[src/rtl/sim_ps_pkg.sv]
// Shared definitions for the simulation phase-shift clock controller.
// Contents:
//   ps_state_e  - phase-shift handshake states
//   phase_width - bit width of a phase value for a given divide ratio
//   phase_step  - one modulo-DIVIDE increment/decrement of the phase offset
package sim_ps_pkg;

  typedef enum logic [0:0] {
    PS_IDLE = 1'b0,
    PS_WAIT = 1'b1
  } ps_state_e;

  // Width of PHASE; never narrower than one bit.
  function automatic int unsigned phase_width(input int unsigned divide);
    int unsigned w;
    w = $clog2(divide);
    if (w < 32'd1) begin
      w = 32'd1;
    end else begin
      w = w;
    end
    return w;
  endfunction

  // One phase step with wrap at both ends of 0..divide-1.
  function automatic int unsigned phase_step(input int unsigned phase,
                                             input logic incdec,
                                             input int unsigned divide);
    int unsigned res;
    if (incdec) begin
      if (phase == divide - 32'd1) begin
        res = 32'd0;
      end else begin
        res = phase + 32'd1;
      end
    end else begin
      if (phase == 32'd0) begin
        res = divide - 32'd1;
      end else begin
        res = phase - 32'd1;
      end
    end
    return res;
  endfunction

endpackage

[src/rtl/sim_ps_phase_gen.sv]
// Divided clock generator with lock delay.
// Ports:
//   clk     in  reference clock, rising edge
//   rst_n   in  asynchronous active-low reset
//   phase   in  phase offset that the PHASE register holds after the
//               coming edge (its next-state value), so CLK_OUT tracks
//               the post-edge phase
//   clk_out out registered divided clock, 0 until locked
//   locked  out high from edge LOCK_CYCLES after reset release onwards
module sim_ps_phase_gen
  import sim_ps_pkg::*;
#(
  parameter int unsigned DIVIDE      = 4,
  parameter int unsigned LOCK_CYCLES = 16
) (
  input  logic                      clk,
  input  logic                      rst_n,
  input  logic [$clog2(DIVIDE)-1:0] phase,
  output logic                      clk_out,
  output logic                      locked
);

  localparam int unsigned PW = phase_width(DIVIDE);
  localparam int unsigned LW = $clog2(LOCK_CYCLES + 1);
  localparam logic [PW-1:0] CNT_MAX   = PW'(DIVIDE - 32'd1);
  localparam logic [PW-1:0] CNT_ONE   = PW'(32'd1);
  localparam logic [PW:0]   DIV_W     = (PW+1)'(DIVIDE);
  localparam logic [PW:0]   HALF_W    = (PW+1)'(DIVIDE / 32'd2);
  localparam logic [LW-1:0] LOCK_LAST = LW'(LOCK_CYCLES - 32'd1);
  localparam logic [LW-1:0] LOCK_MAX  = LW'(LOCK_CYCLES);
  localparam logic [LW-1:0] LOCK_ONE  = LW'(32'd1);

  logic [PW-1:0] cnt_r;
  logic [PW-1:0] cnt_nxt_s;
  logic [LW-1:0] lock_cnt_r;
  logic [LW-1:0] lock_cnt_nxt_s;
  logic          locked_r;
  logic          locked_nxt_s;
  logic [PW:0]   diff_s;
  logic          clk_out_r;
  logic          clk_out_nxt_s;

  // Next tick count, lock progress and output level from post-edge values.
  always_comb begin
    cnt_nxt_s      = cnt_r;
    lock_cnt_nxt_s = lock_cnt_r;
    locked_nxt_s   = locked_r;
    diff_s         = '0;
    clk_out_nxt_s  = 1'b0;

    if (cnt_r == CNT_MAX) begin
      cnt_nxt_s = '0;
    end else begin
      cnt_nxt_s = cnt_r + CNT_ONE;
    end

    if (lock_cnt_r != LOCK_MAX) begin
      lock_cnt_nxt_s = lock_cnt_r + LOCK_ONE;
    end else begin
      lock_cnt_nxt_s = lock_cnt_r;
    end

    // Sticky: once the count passes LOCK_LAST, lock holds until reset.
    locked_nxt_s = locked_r | (lock_cnt_r == LOCK_LAST);

    // (cnt - phase) mod DIVIDE, one bit wider so DIVIDE itself fits.
    if ({1'b0, cnt_nxt_s} >= {1'b0, phase}) begin
      diff_s = {1'b0, cnt_nxt_s} - {1'b0, phase};
    end else begin
      diff_s = {1'b0, cnt_nxt_s} + DIV_W - {1'b0, phase};
    end

    clk_out_nxt_s = locked_nxt_s & (diff_s < HALF_W);
  end

  // Tick counter, lock counter and output clock registers.
  always_ff @(posedge clk or negedge rst_n) begin
    if (!rst_n) begin
      cnt_r      <= '0;
      lock_cnt_r <= '0;
      locked_r   <= 1'b0;
      clk_out_r  <= 1'b0;
    end else begin
      cnt_r      <= cnt_nxt_s;
      lock_cnt_r <= lock_cnt_nxt_s;
      locked_r   <= locked_nxt_s;
      clk_out_r  <= clk_out_nxt_s;
    end
  end

  assign clk_out = clk_out_r;
  assign locked  = locked_r;

endmodule

[src/rtl/sim_ps_clk_ctrl.sv]
// Divided clock source with MMCM-style dynamic phase-shift handshake.
// Ports:
//   CLK      in  reference clock, rising edge
//   R_N      in  asynchronous active-low reset
//   PSEN     in  one-cycle phase-shift request (ignored unless locked and idle)
//   PSINCDEC in  direction with PSEN: 1 increment, 0 decrement
//   PSDONE   out one-cycle pulse, PS_LATENCY edges after the accepting edge
//   PHASE    out current phase offset 0..DIVIDE-1 in CLK cycles
//   CLK_OUT  out registered divided, phase-shifted clock
//   LOCKED   out output clock valid
module sim_ps_clk_ctrl
  import sim_ps_pkg::*;
#(
  parameter int unsigned DIVIDE      = 4,
  parameter int unsigned PS_LATENCY  = 12,
  parameter int unsigned LOCK_CYCLES = 16
) (
  input  logic                      CLK,
  input  logic                      R_N,
  input  logic                      PSEN,
  input  logic                      PSINCDEC,
  output logic                      PSDONE,
  output logic [$clog2(DIVIDE)-1:0] PHASE,
  output logic                      CLK_OUT,
  output logic                      LOCKED
);

  localparam int unsigned PW   = phase_width(DIVIDE);
  localparam int unsigned LATW = $clog2(PS_LATENCY + 1);
  localparam logic [LATW-1:0] LAT_ONE  = LATW'(32'd1);
  localparam logic [LATW-1:0] LAT_DONE = LATW'(PS_LATENCY);

  ps_state_e     state_r;
  ps_state_e     state_nxt_s;
  logic [LATW-1:0] lat_r;
  logic [LATW-1:0] lat_nxt_s;
  logic          incdec_r;
  logic          incdec_nxt_s;
  logic [PW-1:0] phase_r;
  logic [PW-1:0] phase_nxt_s;
  logic          psdone_r;
  logic          psdone_nxt_s;
  logic          locked_s;
  logic          clk_out_s;

  // Handshake next-state logic. lat_r holds the number of edges seen since
  // the accepting edge, so the shift lands when it reaches PS_LATENCY.
  always_comb begin
    state_nxt_s  = state_r;
    lat_nxt_s    = lat_r;
    incdec_nxt_s = incdec_r;
    phase_nxt_s  = phase_r;
    psdone_nxt_s = 1'b0;

    case (state_r)
      PS_IDLE: begin
        if (PSEN && locked_s) begin
          state_nxt_s  = PS_WAIT;
          incdec_nxt_s = PSINCDEC;
          lat_nxt_s    = LAT_ONE;
        end else begin
          state_nxt_s = PS_IDLE;
        end
      end
      PS_WAIT: begin
        // PSEN is deliberately not looked at here: no queueing.
        if (lat_r == LAT_DONE) begin
          state_nxt_s  = PS_IDLE;
          lat_nxt_s    = '0;
          psdone_nxt_s = 1'b1;
          phase_nxt_s  = PW'(phase_step(32'(phase_r), incdec_r, DIVIDE));
        end else begin
          lat_nxt_s = lat_r + LAT_ONE;
        end
      end
      default: begin
        state_nxt_s = PS_IDLE;
        lat_nxt_s   = '0;
      end
    endcase
  end

  // Handshake state, latency counter and phase registers.
  always_ff @(posedge CLK or negedge R_N) begin
    if (!R_N) begin
      state_r  <= PS_IDLE;
      lat_r    <= '0;
      incdec_r <= 1'b0;
      phase_r  <= '0;
      psdone_r <= 1'b0;
    end else begin
      state_r  <= state_nxt_s;
      lat_r    <= lat_nxt_s;
      incdec_r <= incdec_nxt_s;
      phase_r  <= phase_nxt_s;
      psdone_r <= psdone_nxt_s;
    end
  end

  // Next-phase value feeds the generator so CLK_OUT uses the post-edge phase.
  sim_ps_phase_gen #(
    .DIVIDE      (DIVIDE),
    .LOCK_CYCLES (LOCK_CYCLES)
  ) u_phase_gen (
    .clk     (CLK),
    .rst_n   (R_N),
    .phase   (phase_nxt_s),
    .clk_out (clk_out_s),
    .locked  (locked_s)
  );

  assign PSDONE  = psdone_r;
  assign PHASE   = phase_r;
  assign CLK_OUT = clk_out_s;
  assign LOCKED  = locked_s;

endmodule

[config.mk]
export PLATFORM = sky130hd
export DESIGN_NAME = sim_ps_clk_ctrl
export DESIGN_NICKNAME = d
export VERILOG_FILES = /design/src/rtl/sim_ps_pkg.sv /design/src/rtl/sim_ps_phase_gen.sv /design/src/rtl/sim_ps_clk_ctrl.sv
export SDC_FILE = /design/constraint.sdc
export NUM_CORES = 1
export LEC_CHECK = 0
export CAP_MARGIN = 20
export CELL_PAD_IN_SITES_DETAIL_PLACEMENT = 0
export CELL_PAD_IN_SITES_GLOBAL_PLACEMENT = 2
export CORE_MARGIN = 2
export CORE_UTILIZATION = 35
export DETAILED_ROUTE_END_ITERATION = 7
export GPL_TIMING_DRIVEN = 0
export PLACE_DENSITY = 0.86
export SLEW_MARGIN = 15
export SYNTH_ARGS = -nofsm -noshare
export SYNTH_HDL_FRONTEND = slang
export SYNTH_SLANG_ARGS = --single-unit
[constraint.sdc]
create_clock -name CLK -period 2.3 [get_ports CLK]
set_input_delay 0.46 -clock CLK [delete_from_list [all_inputs] [get_ports CLK]]
set_output_delay 0.46 -clock CLK [all_outputs]
set_load 0.05 [all_outputs]
After elaboration in Yosys (flattened, before gate mapping)
Cells that the tools add are included.
- flip-flop bits (word level): 18
- latch bits: 0
- memory bits (writable): 0
- memory bits (read-only): 0
- logic and storage cells: 46
- memories: 0
- add/subtract/negate cells: 8
- multiply operators: 0
- div/mod/pow operators: 0
- $lt $le $gt $ge: 2
- equal/unequal tests: 6
- shift-type cells: 0
- multiplexer cells: 15
- bitwise gates (word level): 3
- reductions and logical operators: 3
- operators with widths (cell ; number):
    2-bit two-way mux ; 6
    4-bit two-way mux ; 2
    4-bit case mux with 2 select lines ; 1
    5-bit by 1-bit adder with 5-bit output (second input constant) ; 1
    5-bit by 4-bit == test with 1-bit output (second input constant) ; 1
    5-bit != test (second input constant) ; 1
    2-bit by 1-bit adder with 2-bit output (second input constant) ; 2
    4-bit by 1-bit adder with 4-bit output (second input constant) ; 1
    2-bit == test (second input constant) ; 2
    4-bit == test (second input constant) ; 1
    1-bit two-way mux ; 4
    2-bit by 3-bit adder with 3-bit output (second input constant) ; 1
    3-bit by 2-bit less-than comparator with 1-bit output (second input constant) ; 1
    3-bit two-way mux ; 1
    2-bit by 2-bit subtractor with 3-bit output ; 1
    3-bit by 2-bit subtractor with 3-bit output ; 1
    2-bit greater-or-equal comparator ; 1
    2-bit logical NOT ; 1
    2-bit != test (second input constant) ; 1
    1-bit case mux with 2 select lines ; 1
    2-bit AND reduction ; 1
    2-bit by 1-bit subtractor with 2-bit output (second input constant) ; 1
    1-bit bitwise AND ; 1
    1-bit logical AND ; 1
    2 further kinds ; 2

Depth between registers and ports, before layout
- word-level depth: 9
- gate-level depth with buffers: 9
- mapped depth without buffers: 9

Hierarchy
A second synthesis with hierarchy kept.
- cell total of the unflattened synthesis: 85
- area total of the unflattened synthesis: 945.9 um^2
- modules (own cells, without submodules) (module ; instances ; cells an instance ; area an instance (um^2) ; seq. area each (um^2)):
    sim_ps_clk_ctrl ; 1 ; 47 ; 483.0 ; 225.2
    sim_ps_phase_gen ; 1 ; 38 ; 462.9 ; 225.2

Worst setup path before layout
No wires, ideal clock.
- path kind: reg2reg
- from: reg phase_r[0], in the netlist PHASE[0]
- to: reg u_phase_gen.clk_out_r, in the netlist u_phase_gen.clk_out
- library setup time: 0.086 ns
- arrival time: 1.777 ns
- required time: 2.214 ns
- path slack: 0.437 ns
- cell stages (with the launch flop): 6
- path buffers: 0
- clock period less this slack: 1.863 ns
- cells stage by stage: dfrtp_1 xor2_1 nor2_1 xnor2_1 fa_1 nor3_1
- longest elaborated chain between the ends: 9
- elaborated cells on any way between the ends: 15
- classes of those cells: add/sub (4); order compare (2); eq/ne (1); mux (6); bitwise (1); reduce/logical (1)
- RTL lines (item ; RTL line ; text):
    start: declaration ; sim_ps_clk_ctrl.sv:39 ; logic [PW-1:0] phase_r;
    start signal: assignment ; sim_ps_clk_ctrl.sv:95 ; phase_r <= phase_nxt_s;
    2-bit by 1-bit subtractor with 2-bit output, or another cell as far along ; sim_ps_pkg.sv:40 ; res = phase - 32'd1;
    2-bit two-way mux (on tied branches) ; sim_ps_pkg.sv:37, sim_ps_pkg.sv:31 ;
    2-bit two-way mux ; sim_ps_pkg.sv:30 ; if (incdec) begin
    2-bit two-way mux ; sim_ps_clk_ctrl.sv:67 ; if (lat_r == LAT_DONE) begin
    2-bit two-way mux (*) ; sim_ps_clk_ctrl.sv:55 ; case (state_r)
    3-bit by 2-bit subtractor with 3-bit output, or another cell as far along ; sim_ps_phase_gen.sv:70 ; diff_s = {1'b0, cnt_nxt_s} + DIV_W - {1'b0, phase};
    3-bit two-way mux (*) ; sim_ps_phase_gen.sv:67 ; if ({1'b0, cnt_nxt_s} >= {1'b0, phase}) begin
    3-bit by 2-bit less-than comparator with 1-bit output (*) ; sim_ps_phase_gen.sv:73 ; clk_out_nxt_s = locked_nxt_s & (diff_s < HALF_W);
    1-bit bitwise AND (*) ; sim_ps_phase_gen.sv:73 ;
    via u_phase_gen.clk_out_nxt_s ; sim_ps_phase_gen.sv:41 ; logic clk_out_nxt_s;
    end signal: assignment ; sim_ps_phase_gen.sv:87 ; clk_out_r <= clk_out_nxt_s;
    end: declaration ; sim_ps_phase_gen.sv:40 ; logic clk_out_r;
Mark *: on every way through the listed nets, which the timed path passes. The rest lies on a longest branch.
A chain may end at the register's enable or synchronous reset.

Worst setup path after layout
- from: reg u_phase_gen.locked_r, in the netlist u_phase_gen.locked
- to: out LOCKED
- RTL lines (item ; RTL line ; text):
    start: declaration ; sim_ps_phase_gen.sv:37 ; logic locked_r;
    start signal: assignment ; sim_ps_phase_gen.sv:86 ; locked_r <= locked_nxt_s;
    end: declaration ; sim_ps_clk_ctrl.sv:25 ; output logic LOCKED
No word-level cell between the ends.

==> results.yml <==
clock_tree:
  clk_latency_ns: 0.30
  cts_max_path_buffers: 2
  hold_buffers: 0
  cts_num_sinks: 18
  path_clk_slew_ns: 0.11
  htree_levels: 1
  cts-root-buf: "clkbuf_4"
  cts_setup_buffers: 0
  cts_tree: "done"
  ctsResizeCount: 0
  cts_buffers: 3
timing:
  rsz0062_at_grt: "no"
  relSlewSlack_pct: 46.1
  hold_violations: 0
  layout_setup_ws_ns: 0.247
  slew_viol_final: 0
  skew_ns: 0.0114
  max_clock_freq_ghz: 0.487
  tns_ns: 0
  setup_violations: 0
  worst_slew_pin_slew_ns: 0.806
  fin_crit_ns: 2.05
  hold_ws_ns: 0.524
  finalCritPeriodShare_pct: 89.3
critical_path:
  crit_path_cell_trace: "clkdlybuf4s50_1"
  crit_type: "flop to output port"
  crit_slowest_cell: "clkdlybuf4s50_1"
  required_ns: 1.84
  critPathLaunchType: "flop"
  path_buf_inv: 1
  cp.depth: 1
  crit_arrival_ns: 1.59
  path_delay_family: "buffers and inverters"
  end_kind: "output port"
  critPathMaxFanout: 5
  r2r_cells: 7
  slowest_delay_ns: 0.84
global_routing:
  antenna_found_initial: 0
  grt_pass1_vias: 537
  grt_util_all_layers_pct: 11.6
  grt_max_degree: 19
  grt-ovfl-total: 0
  grt_pass1_wl_microns: 2370
hold_path:
  hold_class: "flop to flop"
  holdPathStages: 1
synthesis:
  netlist_instances: 78
  syn_area_per_cell_sq_um: 11.2
  synth_cell_types: 23
  yosys_warnings: 0
  syn_nets: 91
  netlist_area_sq_um: 875
  synth_top_area_share_pct: 51.5
  yosysSeqAreaShare_pct: 51.5
  synthTopCellsByArea: "dfrtp_1 (52%), ha_1 (11%), xnor2_1 (5.0%)"
  synth_area_leader_cell: "dfrtp_1"
  ys_ff_latch: 18
power:
  p_total_mw: 1.04
  peakVddDrop_mv: 0.472
  p_leak_nw: 0.507
  power_density_nw_per_um2: 1010
placed_design:
  hpwl_microns: 969
  place_ws_ns: 0.262
  gp_congestion: 0.669
  dp.cells: 116
  placed_area_sq_um: 992
  io_buffers: 8
drt:
  drt-initial-drc-count: 2
  ant_nets: 0
  wirelength_microns: 1340
  wl_met2_microns: 610
  wire_per_inst_microns: 11.2
  wl_met3_microns: 61
  drt_pass1_iterations: 4
  top_layer_used: "met4"
  drc: 0
  vias: 556
  vias_per_cell: 4.63
  wl_met1_microns: 653
floorplanning:
  ios: 9
  core_area_sq_um: 2430
  dieArea_sq_um: 2910
  start_util_pct: 36.0
  die_y_microns: 54.0
  fp-row-count: 18
  die_w_microns: 54.0
final_layout:
  final_cell_mix: "dfrtp_1 (18), inv_1 (11), ha_1 (8), clkdlybuf4s50_1 (8), nand2_1 (7)"
  layout.cells.non_filler: 120
  diodes: 0
  drive_gt1_share_pct: 11.1
  final_common_cell: "dfrtp_1"
  finalNetCount: 104
  utilization_pct: 42.3
  final_area_sq_um: 1030
  syn2layout_area_growth_pct: 17.6
run:
  cap_violations: 0
status:
  outcome: "completed"
==> area by class of cell <==
type / count / area (sq um)
Fill cell: 247 / 1400
Sequential cell: 18 / 450
Multi-Input combinational cell: 48 / 378
Timing Repair Buffer: 8 / 80.1
Inverter: 11 / 41.3
Tap cell: 30 / 37.5
Clock buffer: 4 / 36.3
Buffer: 1 / 5.00
==> layer usage <==
| metal | global-route usage [%] | vias up |
|---|---|---|
| met2 | 18.3 | 9 |
| met4 | 2.50 | 0 |
| met1 | 14.6 | 266 |
| met5 | 0 | - |
| met3 | 5.00 | 2 |
| li1 | - | 279 |
==> flip-flops by register name, summed over array words and instances, names as in the netlist <==
signal / count
PHASE: 2
PSDONE: 1
incdec_r: 1
lat_r: 4
state_r: 1
u_phase_gen.clk_out: 1
u_phase_gen.cnt_r: 2
u_phase_gen.lock_cnt_r: 5
u_phase_gen.locked: 1
==> synth_stat cells <==
cell      count
dfrtp_1      18
inv_1        11
ha_1          8
nand2_1       7
nor2_1        5
xnor2_1       5
nand3_1       3
a21oi_1       2
a31oi_1       2
o21ai_0       2
o22ai_1       2
xor2_1        2
and3_2        1
buf_2         1
fa_1          1
mux2_2        1
mux2_4        1
mux2i_1       1
nand2b_1      1
nand4_1       1
nor3_1        1
nor4b_4       1
or2_2         1
==> where the power goes <==
part | internal, mW | switching [mW]
clock network | 0.0964 | 0.100
logic | 0.166 | 0.224
registers | 0.392 | 0.0642
total | 0.654 | 0.388
==> cells by family (layout without fill, tap and decap cells) <==
family	Yosys count	in the layout	share of synthesized area, %
mux	3	3	4.15
xor+xnor	7	7	7.01
simple gates	21	21	13.2
compound gates	8	8	5.15
flops	18	18	51.5
fa+ha+maj	9	9	13.7
buf+inv	12	24	5.29
==> path summary, 6_finish.rpt <==
kind                               startpoint                   endpoint  slack [ns]
setup / recovery           u_phase_gen.locked                     LOCKED        0.25
min in group asynchronous                 R_N                   incdec_r        0.62
hold reg to reg                      PHASE[1]                   PHASE[1]        0.52
setup reg to reg                     lat_r[0]        u_phase_gen.clk_out        0.28
hold / removal                       PHASE[1]                   PHASE[1]        0.52
max in group asynchronous                 R_N  u_phase_gen.lock_cnt_r[4]        1.17
Note: power is estimated with default switching activity, not from simulation.
